### config.mk
export PLATFORM = sky130hd
export DESIGN_NAME = dffr_pipe
export DESIGN_NICKNAME = d
export VERILOG_FILES = /design/src/rtl/or1_cells_pkg.sv /design/src/rtl/dffr_pipe_stage.sv /design/src/rtl/dffr_pipe.sv
export SDC_FILE = /design/constraint.sdc
export NUM_CORES = 1
export LEC_CHECK = 0
export CORE_ASPECT_RATIO = 0.8
export CORE_MARGIN = 2
export CORE_UTILIZATION = 49
export CTS_CLUSTER_DIAMETER = 50
export DETAILED_ROUTE_END_ITERATION = 7
export HOLD_SLACK_MARGIN = 0.05
export PLACE_DENSITY = 0.78
export SLEW_MARGIN = 15
export SYNTH_ARGS = -nofsm -noshare
export SYNTH_HDL_FRONTEND = slang
export SYNTH_SLANG_ARGS = --single-unit
### constraint.sdc
create_clock -name CLK -period 1.8 [get_ports CLK]
set_input_delay 0.36 -clock CLK [delete_from_list [all_inputs] [get_ports CLK]]
set_output_delay 0.36 -clock CLK [all_outputs]
set_load 0.01 [all_outputs]
### src/rtl/or1_cells_pkg.sv
// Shared constants and helpers for the or1 sequential cell library.
package or1_cells_pkg;

  // Capture edge selectors for the NEG_EDGE parameter of library cells.
  localparam bit EDGE_NEG = 1'b1;
  localparam bit EDGE_POS = 1'b0;

  // Width needed to count 0..depth inclusive.
  function automatic int unsigned occ_width(input int unsigned depth);
    return $clog2(depth + 1);
  endfunction

endpackage

### src/rtl/dffr_pipe_stage.sv
// One elastic register stage: valid bit plus data word, with async reset,
// synchronous flush and a local readiness term for the upstream chain.
module dffr_pipe_stage
  import or1_cells_pkg::*;
#(
  parameter int unsigned      WIDTH     = 8,
  parameter bit               NEG_EDGE  = EDGE_NEG,
  parameter logic [WIDTH-1:0] RESET_VAL = '0
) (
  input  logic             CLK,
  input  logic             RST,
  input  logic             FLUSH,
  input  logic             VIN,
  input  logic [WIDTH-1:0] DIN,
  input  logic             RIN,
  output logic             VOUT,
  output logic [WIDTH-1:0] DOUT,
  output logic             ROUT
);

  logic             cap_clk;
  logic             v;
  logic [WIDTH-1:0] d;

  // XOR with a constant folds to either a wire or one inverter, so both edge
  // modes share the same register logic.
  assign cap_clk = CLK ^ NEG_EDGE;

  // Stage can take a new word when it is empty or its contents move on.
  assign ROUT = ~v | RIN;

  // Stage state: flush kills the valid but keeps data; data only loads with a
  // valid word so bubbles do not toggle the data register.
  always_ff @(posedge cap_clk or posedge RST) begin
    if (RST) begin
      v <= 1'b0;
      d <= RESET_VAL;
    end else if (FLUSH) begin
      v <= 1'b0;
    end else if (ROUT) begin
      v <= VIN;
      if (VIN) begin
        d <= DIN;
      end
    end
  end

  assign VOUT = v;
  assign DOUT = d;

endmodule

### src/rtl/dffr_pipe.sv
// Parametrised elastic register pipeline with valid/ready flow control,
// flush and occupancy count; DEPTH stages of dffr_pipe_stage.
module dffr_pipe
  import or1_cells_pkg::*;
#(
  parameter int unsigned      WIDTH     = 8,
  parameter int unsigned      DEPTH     = 3,
  parameter bit               NEG_EDGE  = EDGE_NEG,
  parameter logic [WIDTH-1:0] RESET_VAL = '0
) (
  input  logic                         CLK,
  input  logic                         RST,
  input  logic                         FLUSH,
  input  logic                         IN_VALID,
  output logic                         IN_READY,
  input  logic [WIDTH-1:0]             D,
  output logic                         OUT_VALID,
  input  logic                         OUT_READY,
  output logic [WIDTH-1:0]             Q,
  output logic [occ_width(DEPTH)-1:0]  OCC
);

  localparam int unsigned OW = occ_width(DEPTH);

  logic [DEPTH-1:0] v;

  // Each stage keeps its link signals local to its generate scope so the
  // ready chain is a series of distinct nets rather than one self-dependent
  // vector.
  for (genvar i = 0; i < DEPTH; i++) begin : g_stage
    logic             vin;
    logic             rin;
    logic             vout;
    logic             rout;
    logic [WIDTH-1:0] din;
    logic [WIDTH-1:0] dout;

    if (i == 0) begin : g_head
      assign vin = IN_VALID;
      assign din = D;
    end else begin : g_link
      assign vin = g_stage[i-1].vout;
      assign din = g_stage[i-1].dout;
    end

    if (i == DEPTH - 1) begin : g_tail
      assign rin = OUT_READY;
    end else begin : g_fwd
      assign rin = g_stage[i+1].rout;
    end

    dffr_pipe_stage #(
      .WIDTH     (WIDTH),
      .NEG_EDGE  (NEG_EDGE),
      .RESET_VAL (RESET_VAL)
    ) u_stage (
      .CLK   (CLK),
      .RST   (RST),
      .FLUSH (FLUSH),
      .VIN   (vin),
      .DIN   (din),
      .RIN   (rin),
      .VOUT  (vout),
      .DOUT  (dout),
      .ROUT  (rout)
    );

    assign v[i] = vout;
  end

  assign IN_READY  = g_stage[0].rout & ~FLUSH;
  assign OUT_VALID = v[DEPTH-1] & ~FLUSH;
  assign Q         = g_stage[DEPTH-1].dout;

  // Occupancy: popcount of the stage valid registers, so it changes only on
  // the same active edge (or reset) that changes the valids.
  always_comb begin
    OCC = '0;
    for (int unsigned i = 0; i < DEPTH; i++) begin
      OCC = OCC + OW'(v[i]);
    end
  end

endmodule
# After elaboration in Yosys (flattened, before gate mapping)
# Cells that the tools add are included.
[totals] rom_bits=0 output_inout_bits=12 latch_bits=0 ff_bits=27 memories=0 wordCells=29 inputBits=13 ramBits=0
[classes] magnitude_cmp=0 add_sub_neg=2 bitwise_logic=9 mul=0 n_eq_ne=0 reduce_logical=6 mux=6 shift=0 n_div=0
[op_table] cell="$reduce_and 3->1" n=3
[op_table] cell="$mux 1" n=6
[op_table] cell="$reduce_bool 2->1" n=3
[op_table] cell="$not 1->1" n=4
[op_table] cell="$or 1x1->1" n=3
[op_table] cell="$add 1x1->2" n=1
[op_table] cell="$add 2x1->2" n=1
[op_table] cell="$and 1x1->1" n=2

# Longest topological paths before layout
[depth] word_depth=6 mapped_depth=5 ltp_nobuf=3

# Hierarchy
# From an unflattened synthesis, not the netlist that was laid out.
[hier_totals] cells_unflattened=72 hier_area_um2=1121.1
[by_module_without_submodules] module="dffr_pipe_stage" instances=3 area_each_um2=362.8 seq_area_each_um2=225.2 cells_per_inst=23
[by_module_without_submodules] module="dffr_pipe" instances=1 area_each_um2=32.5 seq_area_each_um2=0.0 cells_per_inst=3

==> impl_metrics.csv <==
group,metric,value,unit
outcome,status,"finished with violations",
outcome,violations,"negative setup slack",
floorplanning,start_util,52.9,%
grt,grt_pass1_vias,782,
grt,overflow,0,
worst_setup_path,end_kind,"output port",
placed_design,gp_routability_congestion,0.855,
drt,drtPass1Iterations,2,
clock_tree,clock_latency,310,ps
grt,globalRouteTotalUtil,18.6,%
synthesis,netlist.area_leader.share,58.2,%
sta,final.setup.tns,-11720,ps
grt,antenna_found_initial,0,
pwr,ir_drop,0.000775,V
synthesis,syn_area,1160,sq um
finish,multi_input_area,480,sq um
finish,num-nets-final,138,
drt,drt-vias-per-instance,4.97,
synthesis,synth_area_leader_cell,"dfrtn_1",
drt,highest_layer,"met4",
finish,layout_common_cells,"dfrtn_1 (27), mux2_4 (24), buf_4 (17)",
grt,grt_first_pass_wirelength,3.68,mm
drt,wl_met3,112,um
clock_tree,cts_buffers,3,
drt,wl_met1,945,um
synthesis,ys_warn_count,0,
worst_setup_path,setup.worst_path.class,"flop to output port",
finish,area.growth.synth_to_final,44.3,%
sta,fin_worst_skew,4.22,ps
clock_tree,htreeDepth,1,
clock_tree,clock-sinks,27,
placed_design,hpwl,1.60,mm
sta,rsz0062_at_grt,"yes",
sta,whs,461,ps
synthesis,async_flop_share,100,%
synthesis,syn_inst,71,
sta,drv_slew,0,
finish,drive_above_1_share,60.2,%
pwr,totalPowerFinal,1770,uW
floorplanning,die_area,2780,sq um
finish,fill_cells,158,
floorplanning,core_region_area,2200,sq um
floorplanning,die_w,58.4,um
floorplanning,core.rowCount,15,
clock_tree,clk_pin_slew_worst_paths,90,ps
sta,worst-slew-pin-transition,256,ps
clock_tree,postCtsHoldBufs,0,
clock_tree,cts_tree,"yes",
drt,antenna_left,0,
min_path,hold_path.class,"flop to flop",
drt,drc,0,
synthesis,syn-num-nets,85,
finish,ff_latch_area,676,sq um
pwr,p_per_area,1050,nW/um^2
placed_design,port_buffers,24,
finish,layout_commonest_cell,"dfrtn_1",
pwr,leakage,0.000851,uW
synthesis,synth_area_per_cell,16.4,sq um
worst_setup_path,required,1440,ps
grt,grt_max_degree,28,
synthesis,synth.distinct_cells,16,
drt,drt_iter0_markers,16,
job,cap_violations,0,
finish,antenna_cells,0,
worst_setup_path,worstPathMaxFanout,2,
floorplanning,io_pins,25,
clock_tree,clockBufferDepth,2,
drt,drt-total-wl,2.30,mm
sta,slew_headroom,82.9,%
synthesis,synth_seq_cells,27,
drt,met2_length,1.21,mm
worst_setup_path,worst_setup_path_start_kind,"flop",
synthesis,synth_flop_cell,"dfrtn_1",
clock_tree,cts_root_buf,"clkbuf_4",
worst_setup_path,worstPathArrival,2310,ps
sta,setup-violations-final,36,
drt,wl_per_cell,15.5,um
synthesis,synth-edff-count,0,
sta,setup_ws,-874,ps
floorplanning,die_h,47.5,um
synthesis,seq_area_frac_synth,58.2,%
drt,vias,736,
sta,final_hold_viol_count,0,
synthesis,synth_area_leaders,"dfrtn_1 (58%), mux2_4 (21%), mux2_1 (7.8%), buf_6 (1.9%), fa_1 (1.7%)",
## where the power goes
part	leakage (uW)	switching (uW)	internal (uW)
Clock	0.0000150	169	86.8
Combinational	0.000509	199	448
Sequential	0.000327	86.6	777
Total	0.000851	454	1310
## worst max-delay path, cell delays in order (launching register included)
cell,delay (ps)
dfrtn_1,390
fa_2,600
buf_6,110
## metrics by stage
stage	area [sq um]	std cells	setup WS (ps)	util, %
after floorplan	1210	71	-548	-
after detailed placement	1570	133	-1000	71.5
after global placement	1570	133	-974	71.5
after CTS	1640	143	-854	74.6
final	1680	148	-874	76.3
after global routing	1680	148	-903	76.3
## final cells by class
type,count,area share [%]
Clock buffer,4,1.57
Sequential cell,27,40.3
Tap cell,25,1.87
Inverter,3,0.672
Timing Repair Buffer,52,26.9
Multi-Input combinational cell,37,28.7
## sequential cells by signal, indices dropped and copies added, names as in the netlist
| signal | cells |
|---|---|
| g_stage.u_stage.VOUT | 3 |
| g_stage.u_stage.DOUT | 24 |
## what timing repair did
action                                  in CTS  in global routing
buffers inserted                             6                  5
pin swaps                                    3                  2
resized for setup                           73                  2
hold endpoints to repair                     0                  0
endpoints found under the setup margin      39                 36
## logic make-up after synthesis
logic type,synth area share (%)
flops,58.2
mux,28.4
buf+inv,3.66
simple gates,4.85
compound gates,3.12
fa+ha+maj,1.72
## synth_stat cells, types with 2 or more instances
| master | count |
|---|---|
| mux2_4 | 16 |
| nor2_1 | 4 |
| a31oi_1 | 2 |
| mux2_1 | 8 |
| dfrtn_1 | 27 |
| inv_1 | 3 |
| buf_6 | 2 |
## worst paths after layout
check | from | to | cells past startpoint | slack (ps)
hold / removal | g_stage[1].u_stage.DOUT[6] | g_stage[1].u_stage.DOUT[6] | 1 | 460
setup reg to reg | g_stage[0].u_stage.VOUT | g_stage[0].u_stage.DOUT[4] | 5 | 140
min in group asynchronous | RST | g_stage[0].u_stage.DOUT[5] | 3 | 1160
hold reg to reg | g_stage[1].u_stage.DOUT[6] | g_stage[1].u_stage.DOUT[6] | 1 | 460
setup / recovery | g_stage[0].u_stage.VOUT | OCC[0] | 2 | -870
max in group asynchronous | RST | g_stage[0].u_stage.DOUT[7] | 3 | 460
## per-layer routing
layer  track usage, %  up-vias
met4             7.91        0
met3             5.14        4
met1             22.8      368
met5                0        -
li1                 -      348
met2             31.9       16
No activity file was read; power rests on OpenSTA's default activity.
